[src/rtl/psg_pkg.sv]
`default_nettype none
// +-----------------------------------------------------------------------------+
// | psg_pkg                                                                     |
// | Shared PSG definitions: channel count, bus defaults, fetch FSM states.     |
// | Rev 1.0                                                                     |
// +-----------------------------------------------------------------------------+
package psg_pkg;

   localparam int c_psg_nch = 8;
   localparam int c_psg_chw = $clog2(c_psg_nch);
   localparam int c_psg_aw  = 24;
   localparam int c_psg_dw  = 12;
   localparam int c_psg_tmo = 255;

   typedef enum logic [0:0] {
      ST_IDLE = 1'b0,
      ST_BUS  = 1'b1
   } psg_state_t;

endpackage
`default_nettype wire

[src/rtl/psg_bus_timer.sv]
`default_nettype none
// +-----------------------------------------------------------------------------+
// | psg_bus_timer                                                               |
// | Counts bus wait cycles; expire flags the cycle on which the count hits TMO.|
// | Rev 1.0                                                                     |
// +-----------------------------------------------------------------------------+
module psg_bus_timer
   import psg_pkg::*;
#(
   parameter int TMO = c_psg_tmo
) (
   input  logic clk,
   input  logic rst,
   input  logic clr,
   input  logic en,
   output logic expire
);

   localparam int              c_cw   = $clog2(TMO + 1);
   localparam logic [c_cw-1:0] c_last = c_cw'(TMO - 1);
   localparam logic [c_cw-1:0] c_one  = c_cw'(1);

   logic [c_cw-1:0] r_cnt;

   always_ff @(posedge clk or negedge rst) begin
      if (!rst) begin
         r_cnt <= '0;
      end else if (clr) begin
         r_cnt <= '0;
      end else if (en) begin
         r_cnt <= r_cnt + c_one;
      end
   end

   // The increment that lands on TMO is the abort edge.
   assign expire = en && (r_cnt == c_last);

endmodule
`default_nettype wire

[src/rtl/psg_wave_fetch.sv]
`default_nettype none
// +-----------------------------------------------------------------------------+
// | psg_wave_fetch                                                              |
// | Fetches one wave sample per arbiter grant over a single-outstanding bus.   |
// | Rev 1.0                                                                     |
// +-----------------------------------------------------------------------------+
module psg_wave_fetch
   import psg_pkg::*;
#(
   parameter int AW  = c_psg_aw,
   parameter int DW  = c_psg_dw,
   parameter int TMO = c_psg_tmo
) (
   input  logic                 clk,
   input  logic                 rst,
   input  logic                 ce,
   input  logic [c_psg_nch-1:0] req,
   input  logic [c_psg_nch-1:0] sel,
   input  logic [c_psg_chw-1:0] seln,
   input  logic [AW-1:0]        adr_i,
   output logic                 ack_arb,
   output logic                 cyc_o,
   output logic                 stb_o,
   output logic [AW-1:0]        adr_o,
   input  logic [DW-1:0]        dat_i,
   input  logic                 ack_i,
   output logic [DW-1:0]        dat_o,
   output logic [c_psg_nch-1:0] dat_vld,
   output logic                 err,
   output logic [c_psg_chw-1:0] err_ch
);

   psg_state_t           r_state;
   psg_state_t           w_state_nxt;
   logic                 r_ce_q;
   logic [c_psg_chw-1:0] r_ch;
   logic [AW-1:0]        r_adr;
   logic [DW-1:0]        r_dat;
   logic [c_psg_nch-1:0] r_dat_vld;
   logic                 r_err;
   logic [c_psg_chw-1:0] r_err_ch;

   logic                 w_start;
   logic                 w_done;
   logic                 w_wait;
   logic                 w_expire;
   logic [c_psg_nch-1:0] w_ch_onehot;

   // A held grant whose request has dropped must not start a cycle.
   assign w_start     = (r_state == ST_IDLE) && r_ce_q && (|(sel & req));
   assign w_done      = (r_state == ST_BUS) && ack_i;
   assign w_wait      = (r_state == ST_BUS) && !ack_i;
   assign w_ch_onehot = {{(c_psg_nch-1){1'b0}}, 1'b1} << r_ch;

   psg_bus_timer #(
      .TMO    (TMO)
   ) u_timer (
      .clk    (clk),
      .rst    (rst),
      .clr    (w_start),
      .en     (w_wait),
      .expire (w_expire)
   );

   always_comb begin
      w_state_nxt = r_state;
      case (r_state)
         ST_IDLE: if (w_start) w_state_nxt = ST_BUS;
         ST_BUS:  if (w_done || w_expire) w_state_nxt = ST_IDLE;
         default: w_state_nxt = ST_IDLE;
      endcase
   end

   always_ff @(posedge clk or negedge rst) begin
      if (!rst) begin
         r_state <= ST_IDLE;
         r_ce_q  <= 1'b0;
      end else begin
         r_state <= w_state_nxt;
         r_ce_q  <= ce;
      end
   end

   always_ff @(posedge clk or negedge rst) begin
      if (!rst) begin
         r_ch      <= '0;
         r_adr     <= '0;
         r_dat     <= '0;
         r_dat_vld <= '0;
         r_err     <= 1'b0;
         r_err_ch  <= '0;
      end else begin
         r_dat_vld <= '0;
         r_err     <= 1'b0;
         if (w_start) begin
            r_ch  <= seln;
            r_adr <= adr_i;
         end
         if (w_done) begin
            r_dat     <= dat_i;
            r_dat_vld <= w_ch_onehot;
         end
         if (w_expire) begin
            r_err    <= 1'b1;
            r_err_ch <= r_ch;
         end
      end
   end

   assign ack_arb = (r_state == ST_IDLE);
   assign cyc_o   = (r_state == ST_BUS);
   assign stb_o   = (r_state == ST_BUS);
   assign adr_o   = r_adr;
   assign dat_o   = r_dat;
   assign dat_vld = r_dat_vld;
   assign err     = r_err;
   assign err_ch  = r_err_ch;

endmodule
`default_nettype wire
[config.mk]
export PLATFORM = sky130hd
export DESIGN_NAME = psg_wave_fetch
export DESIGN_NICKNAME = d
export VERILOG_FILES = /design/src/rtl/psg_pkg.sv /design/src/rtl/psg_bus_timer.sv /design/src/rtl/psg_wave_fetch.sv
export SDC_FILE = /design/constraint.sdc
export NUM_CORES = 1
export LEC_CHECK = 0
export ABC_AREA = 1
export CAP_MARGIN = 20
export CORE_ASPECT_RATIO = 1.4
export CORE_MARGIN = 4
export CORE_UTILIZATION = 45
export DETAILED_ROUTE_END_ITERATION = 8
export GPL_ROUTABILITY_DRIVEN = 0
export PLACE_DENSITY = 0.84
export SLEW_MARGIN = 0
export SYNTH_ARGS = -nofsm -noshare
export SYNTH_HDL_FRONTEND = slang
export SYNTH_SLANG_ARGS = --single-unit
[constraint.sdc]
create_clock -name clk -period 3.8 [get_ports clk]
set_clock_uncertainty 0.1 [all_clocks]
set_input_delay 0.57 -clock clk [delete_from_list [all_inputs] [get_ports clk]]
set_output_delay 0.57 -clock clk [all_outputs]
set_load 0.1 [all_outputs]
**Yosys cells after proc, flatten, opt, wreduce, memory -nomap -nowiden**

Index checks and enable logic that the tools add are counted.

- Register bits: 61
- Bits of input ports: 59
- Output and inout port bits: 51
- Logic and storage cells: 30

- Add/subtract/negate cells: 1
- Equality and inequality tests: 1
- Shifts and indexed selects: 1
- Muxes and demuxes: 7
- Bitwise logic cells: 2
- Reductions and logical operators: 9

Operators with widths:

| cell | number |
|---|---|
| 8-bit 2-to-1 mux | 3 |
| 8-bit by 1-bit adder with 8-bit output (second input constant) | 1 |
| 8-bit bitwise AND | 1 |
| 8-bit equality test (second input constant) | 1 |
| 8-bit OR reduction | 1 |
| 1-bit by 3-bit left shift with 8-bit output (first input constant) | 1 |
| 1-bit logical AND | 5 |
| 1-bit 2-to-1 mux | 3 |
| 1-bit one-hot mux with 2 select lines | 1 |
| 2-bit nonzero test | 1 |
| 1-bit logical NOT | 1 |
| 1-bit logical OR | 1 |
| 1-bit inverter | 1 |

**Depth between registers and ports, before layout**

- Word-level depth: 6
- Mapped depth: 8

**Cells and area by module**

Synthesis repeated with hierarchy kept, for this count alone.

- Cell total of the unflattened synthesis: 293
- Area, all modules: 2543.7 um2

Modules (own cells, without submodules):

| module | times used | cells an instance | area an instance (um2) | sequential area each (um2) |
|---|---|---|---|---|
| psg_wave_fetch | 1 | 229 | 2069.5 | 1326.3 |
| psg_bus_timer | 1 | 64 | 474.2 | 200.2 |

**Worst setup path after synthesis**

No wires, ideal clock.

- Kind: register -> output
- Start point: register r_state, in the netlist cyc_o
- End point: output ack_arb
- Arrival time: 1.783 ns
- Required time: 3.130 ns
- Setup slack: 1.347 ns
- Cell stages (with the launch flop): 2
- Cell sequence: dfrtp_1 inv_1

- Word-level cells in the longest chain between the ends: 1

RTL lines:

| element | line | source |
|---|---|---|
| start, declared | psg_wave_fetch.sv:33 | `psg_state_t r_state;` |
| start signal, assigned | psg_wave_fetch.sv:79 | `r_state <= w_state_nxt;` |
| 1-bit inverter | psg_wave_fetch.sv:110 | `assign ack_arb = (r_state == ST_IDLE);` |
| end, declared | psg_wave_fetch.sv:21 | `output logic ack_arb,` |

No other way between the ends.

**Worst setup path in the final report**

- Start point: register r_state, in the netlist cyc_o
- End point: output cyc_o

RTL lines:

| element | line | source |
|---|---|---|
| end, declared | psg_wave_fetch.sv:22 | `output logic cyc_o,` |

No word-level cell between the ends.

==> qor.yml <==
run_status:
  status: "completed"
setup_path:
  critPathKind: "reg2out"
  cp_num_buf_inv: 1
  cp.required_ns: 3.13
  cp-end-kind: "output pin"
  worstPathMaxFanout: 8
  path_cells: "clkdlybuf4s50_1"
  critPathArrivalTime_ns: 2.11
  crit_family: "buffers and inverters"
  slowest_stage: "clkdlybuf4s50_1"
  worstSetupStartpointType: "flip-flop"
  slowest_delay_ns: 1.21
timing:
  finalMaxSlewViolations: 0
  hold_viol: 0
  worst_pin_slew_ns: 0.9950
  max_freq_mhz: 359.4
  rsz0062_at_grt: "false"
  min_period_ns: 2.782
  fin_crit_sh_pct: 73.22
  relSlewSlack_pct: 33.46
  setup_violations: 0
  final.setup.tns_ns: 0
yosys:
  ys_ff_latch: 61
  syn_area_mm2: 0.002511
  avgSynthCellArea_um2: 8.811
  syn_inst: 285
  yosysWarnings: 0
  syn_nets: 346
  yosysSeqAreaShare_pct: 60.79
  ys_types: 21
clock_network:
  htree_levels: 3
  ctsHoldBuffers: 0
  ctsLongestPathBuffers: 2
  tritoncts: "built"
  path_clk_slew_ns: 0.06
  cts_sinks: 61
  root_buffer: "clkbuf_8"
  clock_latency_ns: 0.34
  cts_resized: 0
  postCtsSetupBuffers: 0
  cts_buffers: 9
floorplanning:
  core_mm2: 0.005275
  dieArea_mm2: 0.006857
  fp.dieW_um: 71.14
  chipHeight_um: 96.39
  ios: 110
  initial_core_util_pct: 47.60
  rows: 31
routing:
  via_count: 2255
  wl_per_cell_um: 13.27
  drc: 0
  dr.pass1.iters: 4
  ant_nets: 0
  dr.first_iter.drc_count: 121
  viasPerCell: 4.829
  wl_mm: 6.198
pwr:
  p_leak_nw: 1.870
  total_power_mw: 2.646
  power_density_mw_per_mm2: 697.9
  ir_worst_vdd_mv: 0.3636
layout:
  final_core_util_pct: 71.87
  layout-drive-gt1-share_pct: 6.234
  nets: 457
  area_growth_pct: 50.97
  fin_area_mm2: 0.003791
  insertedDiodeCount: 0
  nFillCells: 415
global_route:
  grt_start_max_net_pins: 44
  gr-total-overflow: 0
  grt_pass1_vias: 2242
  grt_usage_pct: 18.12
  grt_pass1_wl_mm: 9.660
  antenna_found_initial: 0
place:
  portBuffers: 109
  dp_hpwl_mm: 4.701
  place_area_mm2: 0.003622
flow_run:
  drv_cap: 0
worst_hold_path:
  hold_path.class: "in2async"
cell usage in the layout (no fill, tap or decap):
master             n
nand2_2            3
buf_4              1
nand2_1          127
o21ai_0            1
buf_2              1
clkinv_4           1
clkdlybuf4s50_1  108
a21oi_1            2
nand3_2            2
clkbuf_1           2
and3_1             1
clkinv_2           3
nor2_2             1
dfrtp_1           61
xnor2_1            2
nor2_4             2
inv_2              1
inv_1             14
o21ai_1            3
a31oi_1            1
ha_1               2
nor2_1            21
clkbuf_8          10
nand3_1           31
cell families after synthesis:
| kind of cell | Yosys count | synth area share [%] |
|---|---|---|
| flip-flops | 61 | 60.79 |
| AND/OR/NAND/NOR | 188 | 31.24 |
| adder cells (fa/ha/maj) | 2 | 0.9964 |
| AO/OA/AOI/OAI | 7 | 1.445 |
| buffers and inverters | 25 | 4.833 |
| XOR/XNOR | 2 | 0.6977 |
flip-flops by register name, summed over array words and instances, names as in the netlist:
register	flops
adr_o	24
cyc_o	1
dat_o	12
dat_vld	8
err	1
err_ch	3
r_ce_q	1
r_ch	3
u_timer.r_cnt	8
worst paths after layout:
kind / to / cells past startpoint / start / slack [ns]
min in group clk: adr_o[12] / 2 / adr_o[12] / 0.37
setup reg to reg: u_timer.r_cnt[2] / 4 / cyc_o / 1.66
setup / recovery: cyc_o / 1 / cyc_o / 1.02
hold / removal: dat_o[2] / 1 / rst / 0.28
max in group asynchronous: r_ce_q / 2 / rst / 2.52
hold reg to reg: adr_o[12] / 2 / adr_o[12] / 0.37
report_power, final:
group          switching (mW)  internal [mW]  leakage [nW]
Clock                   0.235          0.252        0.0901
Combinational            1.01          0.297         0.997
Sequential             0.0805          0.770         0.782
Total                    1.33           1.32          1.87
layer usage:
layer	GRT usage, %	vias up	part of all wire [%]
li1	-	1104	-
met1	19.17	1031	37
met2	32.51	108	51
met3	7.557	12	9.6
met4	6.113	0	1.5
met5	0	-	0
final cells by class:
class / count / area [um^2] / share of cell area [%]
clock buffer: 12 / 145.1 / 3.828
multi-input combinational: 199 / 863.3 / 22.77
sequential: 61 / 1526 / 40.26
timing repair buffer: 110 / 1094 / 28.84
clock inverter: 4 / 23.77 / 0.6271
inverter: 15 / 56.30 / 1.485
tap: 66 / 82.58 / 2.178
cell usage after synthesis, drive strengths merged:
| cell | n | area (um^2) |
|---|---|---|
| nand2 | 130 | 495.5 |
| dfrtp | 61 | 1526 |
| nand3 | 33 | 175.2 |
| nor2 | 24 | 107.6 |
| inv | 15 | 56.30 |
| buf | 9 | 61.31 |
| o21ai | 4 | 20.01 |
| a21oi | 2 | 10.01 |
| ha | 2 | 25.02 |
| xnor2 | 2 | 17.52 |
| a31oi | 1 | 6.260 |
| and3 | 1 | 6.260 |
| clkbuf | 1 | 3.750 |
per-stage QoR:
step	instances	setup WS (ns)	hold slack, ns
5_1_grt	467	0.9577	0.3543
4_1_cts	467	1.012	0.2938
2_1_floorplan	285	1.347	0.1744
3_3_place_gp	451	1.201	0.3524
3_5_place_dp	451	1.124	0.3576
6_report	467	1.018	0.2780
Note: power is estimated with default switching activity, not from simulation.
